### config.mk
export PLATFORM = sky130hd
export DESIGN_NAME = ahb_slave_if
export DESIGN_NICKNAME = d
export VERILOG_FILES = /design/src/rtl/ahb_slave_if.sv
export SDC_FILE = /design/constraint.sdc
export NUM_CORES = 1
export LEC_CHECK = 0
export ABC_AREA = 1
export CAP_MARGIN = 20
export CELL_PAD_IN_SITES_DETAIL_PLACEMENT = 1
export CELL_PAD_IN_SITES_GLOBAL_PLACEMENT = 2
export CORE_MARGIN = 4
export CORE_UTILIZATION = 31
export CTS_BUF_LIST = sky130_fd_sc_hd__clkbuf_16
export DETAILED_ROUTE_END_ITERATION = 10
export DONT_BUFFER_PORTS = 1
export PLACE_DENSITY = 0.78
export SLEW_MARGIN = 20
export SYNTH_ARGS = -nofsm -noshare
export SYNTH_HDL_FRONTEND = slang
export SYNTH_SLANG_ARGS = --single-unit
### constraint.sdc
create_clock -name hclk -period 4.2 [get_ports hclk]
set_clock_uncertainty 0.05 [all_clocks]
set_input_delay 0.42 -clock hclk [delete_from_list [all_inputs] [get_ports hclk]]
set_output_delay 0.42 -clock hclk [all_outputs]
set_load 0.01 [all_outputs]
### src/rtl/ahb_slave_if.sv
// ---------------------------------------------------------------------------
// ahb_slave_if -- AHB-to-APB bridge front end.
//
// Decodes the AHB address against a window of NUM_SEL equally sized regions
// starting at BASE_ADDR, producing a one-hot APB select. It also registers
// address, write data and direction for the APB side, and runs a small
// handshake FSM that drives hready_out/hresp.
//
// Optional feature macro: AHB_SLV_ERR_RESP_EN
//   defined   : an unmapped active transfer gets a two-cycle ERROR response
//               (ERR1 then ERR2), and err_cnt counts these errors, saturating.
//   undefined : unmapped transfers are ignored, hresp is always OKAY and
//               err_cnt is always 0.
//
// Ports
//   hclk, hreset        clock, asynchronous active-high reset
//   hwrite, hready_in   AHB direction and bus ready
//   htrans, haddr       AHB transfer type and address
//   hwdata              AHB write data
//   prdata, apb_done    APB read data, APB transfer complete
//   haddr1/haddr2       address delayed by one and two accepted cycles
//   hwdata1/hwdata2     write data delayed by one and two accepted cycles
//   hwrite_reg          registered hwrite
//   valid               mapped active transfer (combinational)
//   temp_selx, sel_reg  one-hot select, combinational and registered
//   hrdata              AHB read data (prdata passed straight through)
//   hready_out, hresp   slave ready and response
//   err_cnt             saturating count of decode errors
// ---------------------------------------------------------------------------
module ahb_slave_if #(
  parameter int                NUM_SEL     = 3,
  parameter int                ADDR_W      = 32,
  parameter int                DATA_W      = 32,
  parameter logic [ADDR_W-1:0] BASE_ADDR   = 32'h8000_0000,
  parameter logic [ADDR_W-1:0] REGION_SIZE = 32'h0400_0000
) (
  input  logic                hclk,
  input  logic                hreset,
  input  logic                hwrite,
  input  logic                hready_in,
  input  logic [1:0]          htrans,
  input  logic [ADDR_W-1:0]   haddr,
  input  logic [DATA_W-1:0]   hwdata,
  input  logic [DATA_W-1:0]   prdata,
  input  logic                apb_done,
  output logic [ADDR_W-1:0]   haddr1,
  output logic [ADDR_W-1:0]   haddr2,
  output logic [DATA_W-1:0]   hwdata1,
  output logic [DATA_W-1:0]   hwdata2,
  output logic                hwrite_reg,
  output logic                valid,
  output logic [NUM_SEL-1:0]  temp_selx,
  output logic [NUM_SEL-1:0]  sel_reg,
  output logic [DATA_W-1:0]   hrdata,
  output logic                hready_out,
  output logic [1:0]          hresp,
  output logic [7:0]          err_cnt
);

  localparam logic [1:0] HT_NONSEQ = 2'b10;
  localparam logic [1:0] HT_SEQ    = 2'b11;
  localparam logic [1:0] RESP_OKAY = 2'b00;
`ifdef AHB_SLV_ERR_RESP_EN
  localparam logic [1:0] RESP_ERR  = 2'b01;
`endif

  // Window arithmetic is done at 64 bits so BASE + NUM_SEL*REGION never wraps.
  localparam int         SH      = $clog2(REGION_SIZE);
  localparam logic [63:0] BASE64  = 64'(BASE_ADDR);
  localparam logic [63:0] LIMIT64 = BASE64 + (64'(NUM_SEL) * 64'(REGION_SIZE));

`ifdef AHB_SLV_ERR_RESP_EN
  typedef enum logic [1:0] {S_IDLE, S_BUSY, S_ERR1, S_ERR2} state_t;
`else
  typedef enum logic {S_IDLE, S_BUSY} state_t;
`endif

  state_t              r_state;
  state_t              w_next;
  logic [63:0]         w_addr64;
  logic [63:0]         w_off64;
  logic [63:0]         w_idx;
  logic                w_mapped;
  logic                w_active;
  logic                w_accept;
  logic                w_hready_out;
  logic [1:0]          w_hresp;
  logic [NUM_SEL-1:0]  w_sel;

  logic [ADDR_W-1:0]   r_haddr_p1;
  logic [ADDR_W-1:0]   r_haddr_p2;
  logic [DATA_W-1:0]   r_hwdata_p1;
  logic [DATA_W-1:0]   r_hwdata_p2;
  logic                r_hwrite_p1;
  logic [NUM_SEL-1:0]  r_sel_p1;

  // ---- Stage 0: combinational decode --------------------------------------
  assign w_addr64 = 64'(haddr);
  assign w_mapped = (w_addr64 >= BASE64) && (w_addr64 < LIMIT64);
  assign w_off64  = w_addr64 - BASE64;
  // REGION_SIZE is a power of two, so the region index is a plain shift.
  assign w_idx    = w_off64 >> SH;
  assign w_active = ((htrans == HT_NONSEQ) || (htrans == HT_SEQ)) && hready_in;

  always_comb begin
    w_sel = '0;
    for (int k = 0; k < NUM_SEL; k++) begin
      if (w_mapped && (w_idx == 64'(k))) w_sel[k] = 1'b1;
    end
  end

  assign temp_selx = w_sel;
  assign valid     = w_active && w_mapped;
  assign hrdata    = prdata;

  // ---- Stage 1/2: address, data and select pipeline (held in wait states) --
  always_ff @(posedge hclk or posedge hreset) begin
    if (hreset) begin
      r_haddr_p1  <= '0;
      r_haddr_p2  <= '0;
      r_hwdata_p1 <= '0;
      r_hwdata_p2 <= '0;
      r_hwrite_p1 <= 1'b0;
      r_sel_p1    <= '0;
    end else if (hready_in) begin
      r_haddr_p1  <= haddr;
      r_haddr_p2  <= r_haddr_p1;
      r_hwdata_p1 <= hwdata;
      r_hwdata_p2 <= r_hwdata_p1;
      r_hwrite_p1 <= hwrite;
      r_sel_p1    <= w_sel;
    end
  end

  assign haddr1     = r_haddr_p1;
  assign haddr2     = r_haddr_p2;
  assign hwdata1    = r_hwdata_p1;
  assign hwdata2    = r_hwdata_p2;
  assign hwrite_reg = r_hwrite_p1;
  assign sel_reg    = r_sel_p1;

  // ---- Handshake FSM -------------------------------------------------------
  always_ff @(posedge hclk or posedge hreset) begin
    if (hreset) r_state <= S_IDLE;
    else        r_state <= w_next;
  end

  always_comb begin
    w_next       = r_state;
    w_hready_out = 1'b1;
    w_hresp      = RESP_OKAY;
    w_accept     = 1'b0;
    case (r_state)
      S_IDLE: w_accept = 1'b1;
      S_BUSY: begin
        w_hready_out = apb_done;
        w_accept     = apb_done;
      end
`ifdef AHB_SLV_ERR_RESP_EN
      S_ERR1: begin
        w_hready_out = 1'b0;
        w_hresp      = RESP_ERR;
        w_next       = S_ERR2;
      end
      // The second error cycle completes the error and can start a new transfer.
      S_ERR2: begin
        w_hresp  = RESP_ERR;
        w_accept = 1'b1;
      end
`endif
      default: w_accept = 1'b1;
    endcase
    if (w_accept) begin
      if (valid)                      w_next = S_BUSY;
`ifdef AHB_SLV_ERR_RESP_EN
      else if (w_active && !w_mapped) w_next = S_ERR1;
`endif
      else                            w_next = S_IDLE;
    end
  end

  assign hready_out = w_hready_out;
  assign hresp      = w_hresp;

`ifdef AHB_SLV_ERR_RESP_EN
  function automatic logic [7:0] sat_inc8(input logic [7:0] v);
    return (v == 8'hFF) ? v : v + 8'd1;
  endfunction

  logic [7:0] r_err_cnt;

  // ERR1 is only ever entered from a non-ERR1 state, so this counts entries.
  always_ff @(posedge hclk or posedge hreset) begin
    if (hreset)                r_err_cnt <= 8'd0;
    else if (w_next == S_ERR1) r_err_cnt <= sat_inc8(r_err_cnt);
  end

  assign err_cnt = r_err_cnt;
`else
  assign err_cnt = 8'd0;
`endif

endmodule
Yosys cells after proc, flatten, opt, wreduce, memory -nomap -nowiden

Cells that the tools add are included.

Flip-flop bits (word level): 133
Input bits: 103
Logic and storage cells: 29

$add $sub $neg: 1
$lt $le $gt $ge: 2
Eq/ne operators: 4
Mux-type cells: 6
Bitwise operators: 1
Reductions and logical operators: 8

Operator list:

| cell                                                                  | count |
|---|---|
| 64-bit zero test                                                      | 1 |
| 38-bit by 1-bit == test with 1-bit output, second input constant      | 1 |
| 38-bit by 2-bit == test with 1-bit output, second input constant      | 1 |
| 32-bit by 32-bit subtractor with 33-bit output, second input constant | 1 |
| 32-bit >= comparator, second input constant                           | 1 |
| 32-bit less-than comparator, second input constant                    | 1 |
| 1-bit logical AND                                                     | 6 |
| 1-bit two-way mux                                                     | 5 |
| 2-bit == test, second input constant                                  | 2 |
| 1-bit one-hot mux with 2 select lines                                 | 1 |
| 1-bit logical OR                                                      | 1 |
| 1-bit inverter                                                        | 1 |

Depth between registers and ports, before layout

Depth after elaboration: 5
Gate-level depth with buffers: 6
Gate-level depth less buffers: 5

Worst setup path after synthesis

No wires, ideal clock.

Path type: input -> output
Start point: input hready_in
End point: output valid
Data arrival time: 0.937 ns
Required time: 3.730 ns
Setup slack: 2.793 ns
Cell stages on the path: 6
Path buffers: 2
Path through: buf_6 -> buf_6 -> nand2_1 -> a21oi_1 -> nand2_1 -> inv_1

Longest elaborated chain between the ends: 2

RTL lines:

| element            | RTL line | text |
|---|---|---|
| start: declaration | 40       | `input logic hready_in,` |
| 1-bit logical AND  | 103      | `assign w_active = ((htrans == HT_NONSEQ) \|\| (htrans == HT_SEQ)) && hready_in;` |
| 1-bit logical AND  | 113      | `assign valid = w_active && w_mapped;` |
| end: declaration   | 51       | `output logic valid,` |

Every way passes these cells.

Worst setup path in the final report

Start point: input hready_in
End point: register r_hwdata_p2[29] (netlist: hwdata2[29])

RTL lines:

| element                | RTL line | text |
|---|---|---|
| end signal: assignment | 129      | `r_hwdata_p2 <= r_hwdata_p1;` |
| end: declaration       | 93       | `logic [DATA_W-1:0] r_hwdata_p2;` |

No word-level cell between the ends.

==> impl_results.md <==
- Status: complete, no violations
- Num CTS Buffers: 17
- Final setup TNS: 0 ns
- DR DRC count: 0
- Die footprint: 19600 um^2
- Worst skew pair latency: 0.40 ns
- Post-synthesis adder-cell area fraction: 0%
- Buffers added on ports: 0
- First-pass GRT wire length: 21400 um
- CTS tree: built
- Clk slew on worst S/H paths: ~0.06 ns
- Remaining antenna violation count: 0
- Share of cells above drive strength 1: a little over 6%
- Critical path data arrival time: 1.77 ns
- Yosys top cell area share: 61.5%
- H-Tree Depth: 4
- Setup Fix Bufs, Post-CTS: 0
- Post-DP HPWL: between 9000 and 10000 um
- # diodes: 0
- Compound-gate portion of the synthesized area: 7.12%
- Final WS setup: 2.65 ns
- RSZ-0062 raised after global routing: no
- Synthesized flop and latch total: around 130
- Simple-Gate Fraction of Synth Area: about 18%
- Ranking of synthesized cells by area: dfrtp_1 62%, nand2_1 17%, buf_4 6.1%, o21ai_0 5.0%, inv_1 3.2%
- Pleak: slightly below 3 nW
- Inst Count DP: 753
- Vias in the first global route: 3859
- Final wirelength: 13300 um
- Largest net degree at the start of global routing: roughly 140
- Finished Layout Cells: 787
- Worst slew margin: 40.2%
- Hold Violations, Final: 0
- Period utilisation layout: a little under two fifths
- Initial antenna violation count: 0
- Fin. max-slew vios: 0
- Power per Cell Area: 543 nW/um^2
- Crit-path max FO: 134
- HP Class: primary input to flop
- Die Y: 140 um
- CTS sink cnt: 133
- Worst slew pin tran: 0.897 ns
- GRT Total Usage: 13.4%
- Mux share of post-synthesis cell area: 0%
- Power consumption: approximately 3.2 mW
- Worst Setup End Kind: flop
- Congestion Overflow GR: 0
- Mapped Area: 5410 um^2
- Pre-CTS setup slack: ~2.2 ns
- Via Count: ~3600
- Final setup violation count: 0
- Final core utilization: 33.8%
- Crit Path Class: primary input to flop
- Startpoint types: primary input
- Initial core utilization: a little under a third
- Crit path required time: ~4.4 ns
- Peak supply drop: 0.247 mV
- Sequential fraction of the synthesis area: 61.5%
- Fin nets: 652
- Fmax: 644 MHz
- Row count: 48
- # Max-Cap Violations: 0
- Worst hold-check slack: 0.0820 ns
- Main combinational cell family by area after synthesis: simple AND/OR/NAND/NOR gates
- Area after DPL: 5210 um^2
- Drt pass-1 iters: 4
- Largest area contributor in the netlist: dfrtp_1
- Core area: 17200 um^2
- Io pins: 282
- Root buffer cell: clkbuf_16
- Syn Inst Count: 588
- Longest Clk Path Bufs: 2
- Routed len/inst: approximately 17 um
- Crit path time final: 1.55 ns
- Mean Syn Cell Area: 9.20 um^2
- RePlAce Congestion: 0.786
- Iteration-0 DRC Markers: 132
- YS warnings: 0
- Post-synthesis cell type count: 16
- Post-synthesis xor/xnor area fraction: 0%
- Finished layout cell area: 5810 um^2
- Die W: about 140 um
- Area Overhead vs Synth: 7.36%
- Detail-routed via count per cell: about 4.5
-- layout by cell type, fill, tap and decap left out --
cell,netlist,final
clkinv_2,0,1
inv_6,0,3
inv_4,1,1
conb_1,1,10
o21ai_0,54,54
nor3_1,3,3
clkinv_1,0,1
buf_4,44,2
buf_16,0,1
clkinvlp_4,0,6
dfrtp_1,133,133
nand2_1,247,247
o21ai_1,22,22
bufinv_16,0,1
a21oi_1,1,1
nand3_1,4,4
nor2_1,5,5
dlygate4sd3_1,0,1
clkbuf_16,0,17
inv_1,46,46
clkinv_4,0,3
-- area by class of cell --
class	instances	area (um^2)
clock buffers	17	425
clock inverters	15	131
fillers	2022	11400
inverters	47	184
multi-input cells	346	1400
flip-flops and latches	133	3330
well taps	225	282
repair buffers	4	52.6
-- worst paths after layout --
kind	startpoint	to	slack (ns)	cells past startpoint
setup / recovery	hready_in	hwdata2[29]$_DFFE_PP0P_	2.65	3
hold / removal	haddr[16]	haddr1[16]$_DFFE_PP0P_	0.08	2
setup reg to reg	hwdata2[19]$_DFFE_PP0P_	hwdata2[19]$_DFFE_PP0P_	3.37	2
hold reg to reg	haddr2[15]$_DFFE_PP0P_	haddr2[15]$_DFFE_PP0P_	0.50	2
max in group asynchronous	hreset	haddr1[18]$_DFFE_PP0P_	2.87	3
min in group asynchronous	hreset	hwdata1[23]$_DFFE_PP0P_	0.48	2
-- cell usage after synthesis (all sizes together) --
library cell  count
nand3             4
nor3              3
o21ai            76
clkbuf            6
nor2              5
a21oi             1
conb              1
nand2           247
inv              47
dfrtp           133
buf              65
-- power by group --
| part | switching [mW] | leakage [nW] | internal, mW | total [mW] |
|---|---|---|---|---|
| Combinational | 0.121 | 1.04 | 0.0598 | 0.181 |
| Clock | 0.579 | 0.257 | 0.815 | 1.39 |
| Sequential | 0.171 | 1.64 | 1.41 | 1.58 |
| Total | 0.871 | 2.94 | 2.28 | 3.15 |
-- routing by layer --
layer / up-vias / wire (um) / GRT usage [%]
met5: - / 0 / 0
met4: 0 / 198 / 3.82
met3: 23 / 1520 / 7.48
met2: 171 / 6520 / 21.6
met1: 1717 / 5050 / 15.4
li1: 1668 / - / -
-- worst max-delay path, stage by stage --
cell and delay [ns]:
inv_4 0.64, buf_4 0.48, o21ai_0 0.15
-- what timing repair did --
action | CTS | global route
hold buffers | 0 | 1
gates resized for setup | 0 | 0
endpoints found under the hold margin | 0 | 47
-- kinds of logic after synthesis --
| logic type | after synthesis |
|---|---|
| flops | 133 |
| other cells | 1 |
| compound gates | 77 |
| simple gates | 259 |
| buf+inv | 118 |
Note: power is estimated with default switching activity, not from simulation.
